==> src/rtl/intr_pkg.sv <==
// Shared types and constants for the interrupt controller slice.
package intr_pkg;

    typedef enum logic [1:0] {
        IDLE,
        ISSUE,
        SERVICE
    } intr_state_t;

    localparam int unsigned PRIO_FIXED = 0;
    localparam int unsigned PRIO_RR    = 1;

endpackage

==> src/rtl/intr_sync.sv <==
// Single-source synchroniser with rising-edge detect; one instance per interrupt line.
module intr_sync
    import intr_pkg::*;
#(
    parameter int unsigned SYNC_STAGES = 2
) (
    input  logic clk,
    input  logic rst,
    input  logic level,
    output logic rise
);

    logic [SYNC_STAGES-1:0] chain;
    logic                   prev;

    always_ff @(posedge clk) begin
        if (rst) begin
            chain <= '0;
            prev  <= 1'b0;
        end else begin
            chain <= {chain[SYNC_STAGES-2:0], level};
            prev  <= chain[SYNC_STAGES-1];
        end
    end

    assign rise = chain[SYNC_STAGES-1] & ~prev;

endmodule

==> src/rtl/intr_ctrl.sv <==
// Multi-source interrupt controller: pending/mask tracking, arbitration,
// single-pulse issue to fetch and nesting block until rti/rsi.
module intr_ctrl
    import intr_pkg::*;
#(
    parameter  int unsigned NUM_SRC     = 4,
    parameter  int unsigned DATA_W      = 32,
    parameter  int unsigned PRIO_MODE   = 0,
    parameter  int unsigned SYNC_STAGES = 2,
    localparam int unsigned ID_W        = (NUM_SRC > 1) ? $clog2(NUM_SRC) : 1
) (
    input  logic                      clk,
    input  logic                      rst,
    input  logic [NUM_SRC-1:0]        irq_in,
    input  logic [NUM_SRC*DATA_W-1:0] src_data,
    input  logic                      mask_we,
    input  logic [NUM_SRC-1:0]        mask_wdata,
    input  logic                      mem_busy,
    input  logic                      rti,
    input  logic                      rsi,
    output logic                      interrupt,
    output logic                      in_service,
    output logic [ID_W-1:0]           irq_id,
    output logic [DATA_W-1:0]         irq_data,
    output logic [NUM_SRC-1:0]        pending
);

    intr_state_t         state, state_n;
    logic [NUM_SRC-1:0]  mask;
    logic [NUM_SRC-1:0]  rise;
    logic [NUM_SRC-1:0]  eligible;
    logic [NUM_SRC-1:0]  clear;
    logic [ID_W-1:0]     ptr;
    logic [ID_W-1:0]     grant_id;
    logic                grant;
    logic [DATA_W-1:0]   data_arr [NUM_SRC];

    for (genvar i = 0; i < NUM_SRC; i++) begin : g_src
        intr_sync #(.SYNC_STAGES(SYNC_STAGES)) u_sync (
            .clk   (clk),
            .rst   (rst),
            .level (irq_in[i]),
            .rise  (rise[i])
        );
        assign data_arr[i] = src_data[i*DATA_W +: DATA_W];
    end

    // Fixed mode scans from index 0; round-robin scans from ptr and wraps.
    function automatic logic [ID_W-1:0] arbitrate(input logic [NUM_SRC-1:0] req,
                                                  input logic [ID_W-1:0]    start);
        logic [ID_W-1:0] sel;
        logic            found;
        int unsigned     idx;
        sel   = '0;
        found = 1'b0;
        for (int unsigned k = 0; k < NUM_SRC; k++) begin
            if (PRIO_MODE == PRIO_RR) idx = (32'(start) + k) % NUM_SRC;
            else                      idx = k;
            if (!found && req[idx]) begin
                sel   = ID_W'(idx);
                found = 1'b1;
            end
        end
        return sel;
    endfunction

    always_ff @(posedge clk) begin
        if (rst) state <= IDLE;
        else     state <= state_n;
    end

    always_comb begin
        state_n  = state;
        grant    = 1'b0;
        eligible = pending & mask;
        grant_id = arbitrate(eligible, ptr);
        case (state)
            IDLE: begin
                if (|eligible && !mem_busy) begin
                    grant   = 1'b1;
                    state_n = ISSUE;
                end
            end
            ISSUE:   state_n = SERVICE;
            SERVICE: if (rti || rsi) state_n = IDLE;
            default: state_n = IDLE;
        endcase
        clear = grant ? (NUM_SRC'(1) << grant_id) : '0;
    end

    assign interrupt  = (state == ISSUE);
    assign in_service = (state == SERVICE);

    // A fresh edge in the grant cycle re-sets the bit being cleared.
    always_ff @(posedge clk) begin
        if (rst) begin
            pending  <= '0;
            mask     <= '1;
            ptr      <= '0;
            irq_id   <= '0;
            irq_data <= '0;
        end else begin
            pending <= (pending & ~clear) | rise;
            if (mask_we) mask <= mask_wdata;
            if (grant) begin
                irq_id   <= grant_id;
                irq_data <= data_arr[grant_id];
                ptr      <= (grant_id == ID_W'(NUM_SRC - 1)) ? '0 : grant_id + ID_W'(1);
            end
        end
    end

endmodule
==> config.mk <==
export PLATFORM = sky130hd
export DESIGN_NAME = intr_ctrl
export DESIGN_NICKNAME = d
export VERILOG_FILES = /design/src/rtl/intr_pkg.sv /design/src/rtl/intr_sync.sv /design/src/rtl/intr_ctrl.sv
export SDC_FILE = /design/constraint.sdc
export NUM_CORES = 1
export LEC_CHECK = 0
export ABC_AREA = 1
export CAP_MARGIN = 20
export CORE_MARGIN = 2
export CORE_UTILIZATION = 35
export DETAILED_ROUTE_END_ITERATION = 12
export HOLD_SLACK_MARGIN = 0.15
export PLACE_DENSITY_LB_ADDON = 0.12
export SETUP_SLACK_MARGIN = 0.15
export SLEW_MARGIN = 0
export SYNTH_ARGS = -nofsm -noshare
export SYNTH_HDL_FRONTEND = slang
export SYNTH_SLANG_ARGS = --single-unit
export TNS_END_PERCENT = 30
==> constraint.sdc <==
create_clock -name clk -period 1.9 [get_ports clk]
set_input_delay 0.475 -clock clk [delete_from_list [all_inputs] [get_ports clk]]
set_output_delay 0.475 -clock clk [all_outputs]
set_load 0.01 [all_outputs]
==> flow_summary.yaml <==
routing:
  vias: 3938
  first_pass_iters: 4
  drt-initial-drc-count: 119
  post_drt_wl_per_cell_um: 12.0
  dr_wl_met2_um: 4850
  drc: 0
  wl_met3_um: 791
  top_layer: "met4"
  met1_length_um: 4430
  ant_nets: 0
  drt_wl_total_um: 10300
  vias_per_cell: 4.60
finish:
  area_growth_pct: 63.9
  final_layout_size_suffix_gt1_share_pct: 4.42
  final_area_mm2: 0.00539
  diodes: 0
  fin_nets: 887
setup_path:
  path_cells: "clkdlybuf4s50_1"
  critical_path_class: "reg2out"
  cpMaxStageDelayCell: "clkdlybuf4s50_1"
  r2r-start: "pending[3]$_SDFF_PP0_"
  worstSetupEndpointType: "output port"
  cp_num_cells: 1
  crit_arrival_ps: 1250
  path_buf_inv: 1
  startpoint_type: "register"
  cpLargestDelayFamily: "buffers and inverters"
  cp.required_ps: 1420
  max_stage_delay_ps: 590
  reg2reg_slack_ps: 300
  cp-startpoint: "irq_data[0]$_SDFFE_PP0P_"
  path_max_fanout: 2
  r2r_end: "irq_data[24]$_SDFFE_PP0P_"
  reg2reg_depth: 8
sta:
  rsz0062_at_grt: "yes"
  slew_headroom_pct: 81.9
  drv_slew: 0
  min_period_ps: 1720
  period_share_pct: 90.5
  hold_ws_ps: 413
  timing.fmax_mhz: 581
  hold_violations: 0
  finalSetupViolCount: 0
  fin_tns_setup_ps: 0
  clock_skew_ps: 8.81
  worst_slew_pin_slew_ps: 272
hold_path:
  holdPathStages: 2
  hold_start: "g_src[2].u_sync.chain[0]$_SDFF_PP0_"
  hp-class: "reg2reg"
  hold_end: "g_src[2].u_sync.chain[1]$_SDFF_PP0_"
synthesis:
  synth_top_area_share_pct: 34.1
  syn_inst: 574
  ys_warn_count: 0
  synth.distinct_cells: 17
  syn_nets: 716
  synth_area_mm2: 0.00329
  synth-seq-cells: 56
  synthTopCellsByArea: "dfxtp_1 34%, nor2_1 18%, nand2_1 14%, inv_1 8.6%, o21ai_0 8.4%"
  ys.flop_type: "dfxtp_1"
  async_flop_share_pct: 0
  yosysMostFrequentCell: "nor2_1"
  synth_edf_count: 0
  synth_top_area_cell: "dfxtp_1"
  synthTopCellsByCount: "157 x nor2_1, 123 x nand2_1, 75 x inv_1"
  ys_seq_area_share_pct: 34.1
  postSynthAreaPerCell_um2: 5.73
die:
  design.core.area_mm2: 0.00920
  dieArea_mm2: 0.0102
  rows: 35
  start_util_pct: 35.7
  die_w_um: 101
  io-pin-count: 182
  fp.dieH_um: 101
cts:
  cts_hold_buf: 0
  clk_pin_slew_ps: 110
  clk_path_buf_depth: 2
  insertion_delay_ps: 320
  cts.root.buffer_cell: "clkbuf_8"
  htree_levels: 2
  cts_buffers: 5
  cts_tree: "built"
  clock_sinks: 56
pwr:
  p_total_w: 0.00311
  peakVddDrop_mv: 0.382
  power_density_mw_per_mm2: 577
  p_leak_nw: 2.52
grt:
  grt_start_max_net_pins: 59
  grt_pass1_vias: 3661
  grt_pass1_wl_um: 16300
  antenna_found_initial: 0
  grt_overflow: 0
  track_usage_pct: 19.9
run_status:
  status: "finished clean"
place:
  placed_area_mm2: 0.00526
  portBuffers: 181
  dp_hpwl_um: 7740
  gp_congestion: 0.811
flow_run:
  cap_violations: 0
[routing by layer]
layer / global-route usage [%] / up-vias
met5: 0 / -
met4: 6.34 / 0
met3: 4.51 / 18
met2: 35.7 / 136
met1: 23.3 / 1688
li1: - / 2096
[logic make-up after synthesis]
group	synth area share (%)
simple gates	37.3
flops	34.1
compound gates	14.6
buf+inv	14.0
[placed cells by master (no fill, tap or decap), drive strengths merged]
cell,instances
a21oi,36
nor2,157
o22ai,2
clkinv,3
o21ai,55
buf,18
clkbuf,5
nand3,29
nand4,2
nand2,124
nor3,2
clkdlybuf4s50,178
inv,76
dfxtp,56
dlygate4sd2,3
[flip-flops by register name (all words and copies together), names as in the netlist]
signal              cells
mask                    4
g_src.u_sync.chain      8
pending                 4
irq_id                  2
state                   2
g_src.u_sync.prev       4
irq_data               32
[cell type report]
cell class / instances / area [µm²]
fill: 872 / 3810
tap: 111 / 139
multi-input combinational: 407 / 1720
inverter: 76 / 285
timing repair buffer: 199 / 2020
clock inverter: 3 / 33.8
clock buffer: 5 / 68.8
sequential: 56 / 1120
[worst register-to-register path, stage by stage, from the launching register on]
cell and delay (ps):
dfxtp_1 370, nand2_1 130, inv_1 80, nand4_1 220, buf_4 220, buf_4 150, o21ai_0 160, nor2_1 60
a21oi_1 140
[power breakdown]
group / leakage, nW / total [W] / internal, W / switching (W)
Sequential: 0.460 / 0.00132 / 0.00127 / 0.0000479
Combinational: 2.01 / 0.00108 / 0.000600 / 0.000483
Clock: 0.0515 / 0.000706 / 0.000278 / 0.000428
Total: 2.52 / 0.00311 / 0.00215 / 0.000958
[metrics by stage]
stage	cells	setup slack, ps	utilization [%]
2_1_floorplan	574	447	-
3_3_place_gp	847	162	57.1
3_5_place_dp	847	139	57.1
4_1_cts	855	168	58.2
5_1_grt	857	128	58.6
6_report	857	180	58.6
[worst max path at each step]
| stage | to | slack (ps) |
|---|---|---|
| 2_1_floorplan | irq_data[10]$_SDFFE_PP0P_ | 450 |
| 3_3_place_gp | irq_data[2]$_SDFFE_PP0P_ | 160 |
| 3_5_place_dp | irq_data[5]$_SDFFE_PP0P_ | 140 |
| 4_1_cts | irq_id[1] | 170 |
| 5_1_grt | pending[3] | 130 |
| 6_report | irq_data[0] | 180 |
[repair_timing]
item / in CTS / in global routing
gates cloned: 0 / 0
setup endpoints to repair: 5 / 26
pin swaps: 0 / 1
endpoints found under the hold margin: 0 / 0
setup buffers: 0 / 2
resized for setup: 5 / 5
(Power assumes the default switching activity.)
